### config.mk
export PLATFORM = sky130hd
export DESIGN_NAME = mxrv_bus_arb
export DESIGN_NICKNAME = d
export VERILOG_FILES = /design/src/rtl/mxrv_bus_arb_pkg.sv /design/src/rtl/mxrv_bus_arb.sv
export SDC_FILE = /design/constraint.sdc
export NUM_CORES = 1
export LEC_CHECK = 0
export BUFFER_PORTS_ARGS = -buffer_cell sky130_fd_sc_hd__buf_2
export CAP_MARGIN = 20
export CORE_MARGIN = 4
export CORE_UTILIZATION = 30
export CTS_BUF_LIST = sky130_fd_sc_hd__clkbuf_8 sky130_fd_sc_hd__clkbuf_16
export DETAILED_ROUTE_END_ITERATION = 8
export PLACE_DENSITY = 0.77
export SLEW_MARGIN = 20
export SYNTH_ARGS = -nofsm -noshare
export SYNTH_HDL_FRONTEND = slang
export SYNTH_SLANG_ARGS = --single-unit
### constraint.sdc
create_clock -name clk -period 1.7 [get_ports clk]
set_input_delay 0.085 -clock clk [delete_from_list [all_inputs] [get_ports clk]]
set_output_delay 0.085 -clock clk [all_outputs]
set_load 0.02 [all_outputs]
### src/rtl/mxrv_bus_arb_pkg.sv
// Shared defines for the mxrv bus arbiter: word width, enable/disable levels,
// arbiter state encoding and the full byte-enable constant.
`ifndef PORT_WORD_WIDTH
`define PORT_WORD_WIDTH 32
`endif
`ifndef Enable
`define Enable 1'b1
`endif
`ifndef Disable
`define Disable 1'b0
`endif

package mxrv_bus_arb_pkg;

  localparam logic [1:0] ST_IDLE    = 2'd0;
  localparam logic [1:0] ST_BUSY_IF = 2'd1;
  localparam logic [1:0] ST_BUSY_LS = 2'd2;

  localparam logic [3:0] BE_ALL = 4'hF;

endpackage

### src/rtl/mxrv_bus_arb.sv
// Two-master (fetch, load/store) arbiter onto a single memory port with at most
// one transaction in flight and a starvation guard for instruction fetch.
`ifndef PORT_WORD_WIDTH
`define PORT_WORD_WIDTH 32
`endif
`ifndef Enable
`define Enable 1'b1
`endif
`ifndef Disable
`define Disable 1'b0
`endif

module mxrv_bus_arb
  import mxrv_bus_arb_pkg::*;
#(
  parameter int unsigned STARVE_MAX = 4
) (
  input  logic                        clk,
  input  logic                        rst,
  input  logic                        if_req_i,
  input  logic [`PORT_WORD_WIDTH-1:0] if_addr_i,
  output logic                        if_gnt_o,
  output logic                        if_rvalid_o,
  output logic [`PORT_WORD_WIDTH-1:0] if_rdata_o,
  input  logic                        flush_i,
  input  logic                        ls_req_i,
  input  logic                        ls_we_i,
  input  logic [`PORT_WORD_WIDTH-1:0] ls_addr_i,
  input  logic [`PORT_WORD_WIDTH-1:0] ls_wdata_i,
  input  logic [3:0]                  ls_be_i,
  output logic                        ls_gnt_o,
  output logic                        ls_rvalid_o,
  output logic [`PORT_WORD_WIDTH-1:0] ls_rdata_o,
  output logic                        mem_req_o,
  output logic                        mem_we_o,
  output logic [`PORT_WORD_WIDTH-1:0] mem_addr_o,
  output logic [`PORT_WORD_WIDTH-1:0] mem_wdata_o,
  output logic [3:0]                  mem_be_o,
  input  logic                        mem_gnt_i,
  input  logic                        mem_rvalid_i,
  input  logic [`PORT_WORD_WIDTH-1:0] mem_rdata_i
);

  localparam int unsigned CntW = (STARVE_MAX < 1) ? 1 : $clog2(STARVE_MAX + 1);
  localparam logic [CntW-1:0] StarveMaxC = CntW'(STARVE_MAX);

  logic [1:0]                  state_q, state_d;
  logic [CntW-1:0]             starve_q, starve_d;
  logic                        drop_q, drop_d;
  logic                        if_rvalid_q, if_rvalid_d;
  logic                        ls_rvalid_q, ls_rvalid_d;
  logic [`PORT_WORD_WIDTH-1:0] if_rdata_q, if_rdata_d;
  logic [`PORT_WORD_WIDTH-1:0] ls_rdata_q, ls_rdata_d;

  logic idle, sel_if, sel_ls;

  assign idle   = (state_q == ST_IDLE) && !rst;
  // Fetch only beats a pending load/store once the starve counter has saturated.
  assign sel_if = if_req_i && (!ls_req_i || (starve_q == StarveMaxC));
  assign sel_ls = ls_req_i && !sel_if;

  always_comb begin
    mem_req_o   = idle && (sel_if || sel_ls);
    mem_we_o    = sel_if ? `Disable : ls_we_i;
    mem_addr_o  = sel_if ? if_addr_i : ls_addr_i;
    mem_wdata_o = sel_if ? '0 : ls_wdata_i;
    mem_be_o    = sel_if ? BE_ALL : ls_be_i;
    if_gnt_o    = idle && sel_if && mem_gnt_i;
    ls_gnt_o    = idle && sel_ls && mem_gnt_i;
  end

  always_comb begin
    state_d     = state_q;
    starve_d    = starve_q;
    drop_d      = drop_q;
    if_rvalid_d = `Disable;
    ls_rvalid_d = `Disable;
    if_rdata_d  = if_rdata_q;
    ls_rdata_d  = ls_rdata_q;
    unique case (state_q)
      ST_IDLE: begin
        if (if_gnt_o) begin
          state_d  = ST_BUSY_IF;
          drop_d   = flush_i;
          starve_d = '0;
        end else if (ls_gnt_o) begin
          state_d = ST_BUSY_LS;
          if (if_req_i && (starve_q != StarveMaxC)) starve_d = starve_q + CntW'(1);
        end
      end
      ST_BUSY_IF: begin
        if (flush_i) drop_d = `Enable;
        if (mem_rvalid_i) begin
          state_d = ST_IDLE;
          drop_d  = `Disable;
          // A killed fetch leaves the previous instruction word visible.
          if (!drop_q && !flush_i) begin
            if_rvalid_d = `Enable;
            if_rdata_d  = mem_rdata_i;
          end
        end
      end
      ST_BUSY_LS: begin
        if (mem_rvalid_i) begin
          state_d     = ST_IDLE;
          ls_rvalid_d = `Enable;
          ls_rdata_d  = mem_rdata_i;
        end
      end
      default: state_d = ST_IDLE;
    endcase
  end

  always_ff @(posedge clk) begin
    if (rst) begin
      state_q     <= ST_IDLE;
      starve_q    <= '0;
      drop_q      <= 1'b0;
      if_rvalid_q <= 1'b0;
      ls_rvalid_q <= 1'b0;
      if_rdata_q  <= '0;
      ls_rdata_q  <= '0;
    end else begin
      state_q     <= state_d;
      starve_q    <= starve_d;
      drop_q      <= drop_d;
      if_rvalid_q <= if_rvalid_d;
      ls_rvalid_q <= ls_rvalid_d;
      if_rdata_q  <= if_rdata_d;
      ls_rdata_q  <= ls_rdata_d;
    end
  end

  assign if_rvalid_o = if_rvalid_q;
  assign ls_rvalid_o = ls_rvalid_q;
  assign if_rdata_o  = if_rdata_q;
  assign ls_rdata_o  = ls_rdata_q;

endmodule

Yosys cells after proc, flatten, opt, wreduce, memory -nomap -nowiden --
Cells that the tools add are included.
Storage, ports and cells: register bits after elaboration 72, input port bits 140
Cells by class: equality and inequality tests 8, reduce and logical (&&, ||, !) cells 29, multiplexer cells 17, add/subtract/negate cells 1, bitwise gates (word level) 3
Operators with widths (count):
- $mux W32 | 2
- $logic_and A1 B1 Y1 | 10
- $mux W3 | 3
- $ne A3 B3 Y1 const B | 3
- $reduce_and A3 Y1 | 3
- $mux W1 | 6
- $mux W2 | 3
- $reduce_bool A2 Y1 | 3
- $logic_not A1 Y1 | 5
- $mux W4 | 1
- $pmux W2 S2 | 1
- $reduce_and A2 Y1 | 2
- $reduce_or A2 Y1 | 2
- $add A3 B1 Y3 const B | 1
- $eq A3 B3 Y1 const B | 1
- $not A1 Y1 | 3
- $reduce_or A3 Y1 | 1
- $eq A2 B1 Y1 const B | 1
- $eq A2 B2 Y1 const B | 1
- $logic_not A2 Y1 | 1
- $logic_or A1 B1 Y1 | 2
- $ne A2 B1 Y1 const B | 1
- $ne A2 B2 Y1 const B | 1
- $pmux W1 S2 | 1

Depth between registers and ports, before layout --
Gate-level depths: netlist of the first run.
depth after elaboration 10, depth in mapped cells 8, mapped depth without buffers 6

Least setup slack after synthesis of the first run --
Ideal clock, no wire load.
path type register to output, from register starve_q[0], to output port mem_addr_o[21], slack 59 ps, data arrival time 1556 ps, stages on the path, launching flop included 8, cells stage by stage dfxtp_1 > inv_1 > ha_1 > a21bo_4 > nand2_1 > buf_6 > buf_6 > mux2_1
Between the ends: cells in the longest elaborated chain, start to end 4
RTL lines:
- from (decl) | line mxrv_bus_arb.sv:48 | logic [CntW-1:0] starve_q, starve_d;
- from (signal assigned) | line mxrv_bus_arb.sv:125 | starve_q <= starve_d;
- $eq A3 B3 Y1 | line mxrv_bus_arb.sv:59 | assign sel_if = if_req_i && (!ls_req_i || (starve_q == StarveMaxC));
- $logic_or A1 B1 Y1 | line mxrv_bus_arb.sv:59
- $logic_and A1 B1 Y1 | line mxrv_bus_arb.sv:59
- $mux W32 | line mxrv_bus_arb.sv:65 | mem_addr_o = sel_if ? if_addr_i : ls_addr_i;
- to (decl) | line mxrv_bus_arb.sv:36 | output logic [`PORT_WORD_WIDTH-1:0] mem_addr_o,
Every way passes these cells.

Worst setup path in the final report of the first run --
from register starve_q[0], to output port mem_addr_o[20]
Same word-level chain as after synthesis.

==> results of run 1 <==
[area by class of cell]
cell class | count | area share, %
sequential | 72 | 24.1
inverter | 6 | 0.375
clock inverter | 6 | 0.626
tap | 140 | 2.92
clock buffer | 9 | 2.06
timing repair buffer | 337 | 38.8
multi-input combinational | 309 | 31.1
[state kept, by name, indices dropped and copies added, names as in the netlist]
| signal | flops |
|---|---|
| if_rdata_o | 32 |
| ls_rdata_o | 32 |
| starve_q | 3 |
| state_q | 2 |
| drop_q | 1 |
| if_rvalid_o | 1 |
| ls_rvalid_o | 1 |
[critical path, cell delays in order (launching register included)]
cell	delay [ns]
dfxtp_2	0.33
inv_2	0.05
ha_4	0.15
a21bo_4	0.23
nand2_8	0.09
buf_12	0.11
buf_12	0.12
mux2_4	0.32
buf_6	0.13
[cell families (layout without fill, tap and decap cells)]
kind of cell	after synthesis	in the layout	synth area share, %
flops	72	72	43.0
compound gates	78	78	12.3
buf+inv	36	358	6.02
simple gates	194	194	26.0
fa+ha+maj	5	5	1.87
mux	32	32	10.8
[report_power, final]
group	total (mW)	internal (mW)	switching, mW
combinational	1.09	0.567	0.527
sequential	1.73	1.71	0.0157
clock	1.14	0.516	0.624
[layer usage]
layer,wire length (um),up-vias,track usage (%)
met5,0,-,0
met4,527,0,9.54
met3,1280,37,6.21
met2,7920,202,38.8
met1,5010,1863,21.5
li1,-,1999,-
[placed cells by master (no fill, tap or decap), types with 13 or more instances in the layout]
| master | synthesis | layout |
|---|---|---|
| a21oi_1 | 70 | 70 |
| and2_1 | 35 | 13 |
| and2_4 | 0 | 22 |
| buf_2 | 8 | 220 |
| buf_4 | 0 | 30 |
| buf_6 | 7 | 45 |
| dfxtp_1 | 72 | 68 |
| dlygate4sd3_1 | 0 | 33 |
| mux2_2 | 29 | 16 |
| mux2_4 | 0 | 16 |
| nand2_1 | 135 | 134 |
[worst paths after layout]
| kind | startpoint | cells after the start | endpoint |
|---|---|---|---|
| min reg2reg | if_rdata_o[31] | 2 | if_rdata_o[31] |
| max reg2reg | starve_q[0] | 10 | starve_q[2] |
| max | starve_q[0] | 8 | mem_addr_o[20] |
| min | flush_i | 3 | drop_q |
[timing repair]
| action | CTS | global route |
|---|---|---|
| hold buffers | 33 | 0 |
| gates cloned | 3 | 0 |
| gates resized for setup | 119 | 43 |
| pin swaps | 5 | 4 |
| setup buffers | 7 | 3 |
| setup endpoints to repair | 71 | 79 |
| endpoints found under the hold margin | 60 | 0 |
==> flow_metrics.py, run 1 <==
metrics = {
    "worst_setup_path": {
        "required_ns": 1.62,
        "r2r_slack_ns": 0.11,
        "critical_path_class": "reg -> out",
        "worst_setup_path_start_kind": "register",
        "worst_setup_path_end_kind": "primary output",
        "cp_data_arrival_time_ns": 1.85,
        "path_max_fanout": 7,
    },
    "timing": {
        "maxSlewViolCount": 0,
        "rsz0062_at_grt": "yes",
        "clock.fmax_mhz": 518,
        "period_share_pct": 114,
        "hold_slack_ns": 0.0708,
        "worst_pin_slew_ns": 0.428,
        "slew_headroom_pct": 71.5,
        "setup_viol": 69,
        "period_needed_ns": 1.93,
        "skew_ns": 0.0126,
        "hold_viol_final": 0,
        "worst_slack_ns": -0.232,
        "tns_ns": -9.49,
    },
    "power_and_ir_drop": {
        "leakage_nw": 2.89,
        "p_per_area_nw_per_um2": 660,
        "ir_worst_vdd_uv": 436,
        "finalPower_mw": 3.96,
    },
    "detailed_routing": {
        "wl_per_cell_um": 16.8,
        "vias": 4101,
        "avgViaCountPerCell": 4.67,
        "first_pass_iters": 4,
        "drt_iter0_drc": 211,
        "drc": 0,
        "ant_nets": 0,
        "wirelength_um": 14700,
    },
    "final_layout": {
        "final_area_um2": 6000,
        "nFillCells": 986,
        "multi_input_area_um2": 1870,
        "diodes": 0,
        "seqCellArea_um2": 1450,
        "final_core_util_pct": 55.1,
        "drive_gt1_share_pct": 52.1,
        "final_cells": 879,
        "nets": 880,
        "syn_to_final_growth_pct": 79.2,
    },
    "synth": {
        "ys_seq_area_share_pct": 43.0,
        "synth_cells": 417,
        "netlist.area_leader.share_pct": 43.0,
        "synth_area_leaders": "dfxtp_1, nand2_1, a21oi_1",
        "synth_common_cells": "nand2_1, dfxtp_1, a21oi_1",
        "yosysMostFrequentCell": "nand2_1",
        "ys_dominant_reg_cell": "dfxtp_1",
        "ys_ff_latch": 72,
        "syn_avg_cell_area_um2": 8.03,
        "syn-num-nets": 562,
        "synth_edf_count": 0,
        "syn-cell-area_um2": 3350,
        "async_reset_ff_share_pct": 0,
        "yosysTopAreaCell": "dfxtp_1",
        "yosys_warnings": 0,
        "synth.distinct_cells": 29,
    },
    "die": {
        "dieArea_um2": 12900,
        "core_um2": 10900,
        "floorplan.rows": 38,
        "die_w_um": 114,
        "initial_utilization_pct": 30.8,
        "die_h_um": 114,
        "io-pin-count": 278,
    },
    "global_routing": {
        "grt_usage_pct": 20.9,
        "grt_max_degree": 40,
        "antenna_found_initial": 0,
        "first_global_vias": 4017,
        "overflow": 0,
        "grt_first_pass_wirelength_um": 21400,
    },
    "place": {
        "detailedPlace.worstSlack_ns": 0.00419,
        "dpl.cell_count": 822,
        "post-dp-hpwl_um": 10200,
        "place_congestion": 0.888,
        "io_buffers": 277,
        "placed_area_um2": 4920,
    },
    "clock_tree": {
        "cts_max_level": 3,
        "clkTransAtPathRegs_ns": 0.07,
        "root_buffer": "clkbuf_8",
        "clockBufferDepth": 2,
        "cts_buffers": 9,
        "cts_sinks": 72,
        "cts_tree": "done",
        "clk_latency_ns": 0.33,
    },
    "outcome": {
        "outcome": "finished, violations left",
        "violations": "setup timing",
    },
    "flow_run": {
        "max_cap_violations": 0,
    },
    "worst_hold_path": {
        "hold_path.class": "in -> reg",
    },
}
No activity file was read; power rests on OpenSTA's default activity.
==> run 2: changes to the inputs <==
Settings changed: ABC_AREA set to 1.
==> run 2 against run 1 <==
  * The flow still finishes with violations (setup timing)
  * Count of clock-buffer cells in the layout is the same
  * Non-clock buffer count shrank 6
  * Critical path depth is 2 higher
  * Core utilization is 5.3 points higher
  * Register-to-register slack better by 0.07 ns
  * Final area rose by 9.2%
  * Worst setup slack better by 0.12 ns
  * Power up 26%
  * Final cell count rose by 11%
  * Synthesized cell count up 24%
  * Largest power group unchanged
==> flow_metrics.py, run 2 <==
metrics = {
    "global_routing": {
        "first_global_vias": 4403,
        "grt_max_degree": 67,
        "antenna_found_initial": 1,
        "grt_usage_pct": 22.1,
        "overflow": 0,
        "grt_first_pass_wirelength_um": 22700,
    },
    "die": {
        "die_w_um": 113,
        "floorplan.rows": 38,
        "dieArea_um2": 12900,
        "core_um2": 10800,
        "initial_utilization_pct": 30.7,
        "die_h_um": 113,
        "io-pin-count": 278,
    },
    "worst_setup_path": {
        "worst_setup_path_end_kind": "primary output",
        "r2r_slack_ns": 0.18,
        "r2r-end": "starve_q[2]",
        "cp_data_arrival_time_ns": 1.73,
        "path_cells": "inv_2, ha_4, nand2_4, nand2_4, nand2_8, buf_12, inv_8, buf_12, nor2_2, buf_4",
        "path_max_fanout": 7,
        "cpMaxStageDelayCell": "dfxtp_2",
        "r2r-start": "starve_q[0]",
        "worst_setup_path_start_kind": "register",
        "critical_path_class": "reg -> out",
        "required_ns": 1.62,
        "r2r_cells": 11,
        "critical-path-max-stage-delay_ns": 0.34,
    },
    "power_and_ir_drop": {
        "swShare_pct": 34.7,
        "switchingPower_mw": 1.73,
        "seq_power_share_pct": 37.6,
        "pwr-share-clk_pct": 27.0,
        "finalPower_mw": 4.98,
        "intPower_mw": 3.25,
        "p_per_area_nw_per_um2": 760,
        "comb_power_share_pct": 35.4,
        "ir_worst_vdd_uv": 537,
        "leakage_nw": 3.52,
    },
    "synth": {
        "ys_seq_area_share_pct": 43.2,
        "syn-num-nets": 663,
        "synth_area_leaders": "dfxtp_1, nor2_1, nand2_1",
        "synth.distinct_cells": 23,
        "synth_cells": 518,
        "yosys_warnings": 0,
        "syn-cell-area_um2": 3330,
        "yosysMostFrequentCell": "nor2_1",
        "syn_avg_cell_area_um2": 6.43,
        "ys_dominant_reg_cell": "dfxtp_1",
        "netlist.area_leader.share_pct": 43.2,
        "async_reset_ff_share_pct": 0,
        "ys_ff_latch": 72,
        "yosysTopAreaCell": "dfxtp_1",
        "synth_common_cells": "nor2_1, nand2_1, dfxtp_1",
        "synth_edf_count": 0,
    },
    "final_layout": {
        "nets": 978,
        "diodes": 0,
        "final_cell_mix": "buf_2, nor2_1, buf_6, dfxtp_1, nand2_1",
        "drive_gt1_share_pct": 49.6,
        "final_common_cell": "buf_2",
        "syn_to_final_growth_pct": 96.5,
        "nFillCells": 931,
        "final_core_util_pct": 60.4,
    },
    "outcome": {
        "violations": "setup timing",
        "outcome": "finished, violations left",
    },
    "timing": {
        "skew_ns": 0.0111,
        "period_share_pct": 107,
        "maxSlewViolCount": 0,
        "tns_ns": -3.88,
        "slew_headroom_pct": 64.8,
        "worst_pin_slew_ns": 0.528,
        "setup_viol": 70,
        "clock.fmax_mhz": 551,
        "worst_slack_ns": -0.115,
        "hold_viol_final": 0,
        "period_needed_ns": 1.81,
        "rsz0062_at_grt": "yes",
    },
    "detailed_routing": {
        "met3_wirelength_um": 1590,
        "drt-met1-wl_um": 5590,
        "top_layer": "met5",
        "vias": 4587,
        "wirelength_um": 16700,
        "ant_nets": 0,
        "drc": 0,
        "first_pass_iters": 5,
        "avgViaCountPerCell": 4.69,
        "drt_iter0_drc": 308,
        "wl_per_cell_um": 17.1,
        "met2_length_um": 8650,
    },
    "place": {
        "io_buffers": 277,
        "place_congestion": 0.960,
        "post-dp-hpwl_um": 10400,
    },
    "worst_hold_path": {
        "hold_path.class": "in -> reg",
        "hold_depth": 2,
        "worstHoldStart": "rst",
        "worstHoldEndpoint": "starve_q[1]",
    },
    "clock_tree": {
        "cts_tree": "done",
        "root_buffer": "clkbuf_8",
        "cts_buffers": 9,
        "cts_max_level": 3,
        "clockBufferDepth": 2,
        "cts_sinks": 72,
        "clkTransAtPathRegs_ns": 0.09,
        "clk_latency_ns": 0.34,
    },
    "flow_run": {
        "max_cap_violations": 0,
    },
}
[run 2: cell types whose count changed in the layout (fill, tap and decap cells not counted), sizes merged, moves of 32 or more]
cell / previous run / this run
nor2: 4 / 171
a21oi: 70 / 4
o21ai: 4 / 66
inv: 8 / 48
and2: 35 / 0
mux2: 32 / 0
[run 2: power by group through the flow]
stage | registers [mW] | clock network (mW) | logic, mW
after detailed placement | 1.91 | 0 | 1.29
after global routing | 1.89 | 1.46 | 1.88
final | 1.87 | 1.34 | 1.76
after floorplan | 2.05 | 0 | 0.609
after global placement | 1.90 | 0 | 1.28
after CTS | 1.87 | 1.38 | 1.59
[run 2: worst max-delay path, delay by kind of cell, from the launching register on]
family        cells  cell delay, ns
fa+ha+maj         1            0.16
buf+inv           5            0.52
flops             1            0.34
simple gates      4            0.37
[run 2: what timing repair did]
action                     CTS  global route
setup endpoints to repair   70            79
hold buffers                30             0
pin swaps                    3            18
cloned                       4             6
hold endpoints to repair    34             0
buffers inserted             7             1
gates resized for setup    184           113
[run 2: cells by family (layout without fill, tap and decap cells)]
kind of cell / count (synthesis) / count (layout) / share of synthesized area [%]
flip-flops: 72 / 72 / 43.2
AO/OA/AOI/OAI: 73 / 73 / 11.2
XOR/XNOR: 1 / 1 / 0.263
AND/OR/NAND/NOR: 293 / 293 / 34.1
buffers and inverters: 74 / 394 / 9.31
adder cells (fa/ha/maj): 5 / 5 / 1.88
[run 2: layout make-up]
cell class	instances	area (um2)	area share, %
timing repair buffer	331	2490	38.1
multi-input combinational	372	2040	31.1
sequential	72	1440	22.0
inverter	45	184	2.81
tap	140	175	2.67
clock buffer	9	124	1.89
clock inverter	7	71.3	1.09
timing repair inverter	2	20.0	0.306
[run 2: routing by layer]
metal | vias to the layer above | global-route usage (%)
li1 | 2210 | -
met1 | 2058 | 23.5
met2 | 262 | 39.8
met3 | 55 | 6.21
met4 | 2 | 11.5
met5 | - | 0
[run 2: worst max path at each step]
stage               slack [ns]   startpoint               to  cells past startpoint
detailed placement        0.09  starve_q[0]    mem_addr_o[3]                      9
floorplan                 0.14  starve_q[0]         ls_gnt_o                      8
CTS                      -0.09  starve_q[0]   mem_addr_o[17]                     10
global placement          0.11  starve_q[0]    mem_addr_o[3]                      9
global route             -0.18  starve_q[0]  mem_wdata_o[30]                     10
finish                   -0.11  starve_q[0]  mem_wdata_o[30]                     10
[run 2: per-stage QoR]
| step | hold WS [ns] | std cells | setup WS (ns) | area (um2) |
|---|---|---|---|---|
| final | 0.0207 | 978 | -0.115 | 6550 |
| after global routing | 0.0279 | 978 | -0.184 | 6550 |
| after CTS | 0.00200 | 972 | -0.0898 | 6040 |
| after detailed placement | 0.328 | 915 | 0.0949 | 4830 |
| after global placement | 0.322 | 915 | 0.107 | 4830 |
| after floorplan | 0.154 | 518 | 0.135 | 3330 |
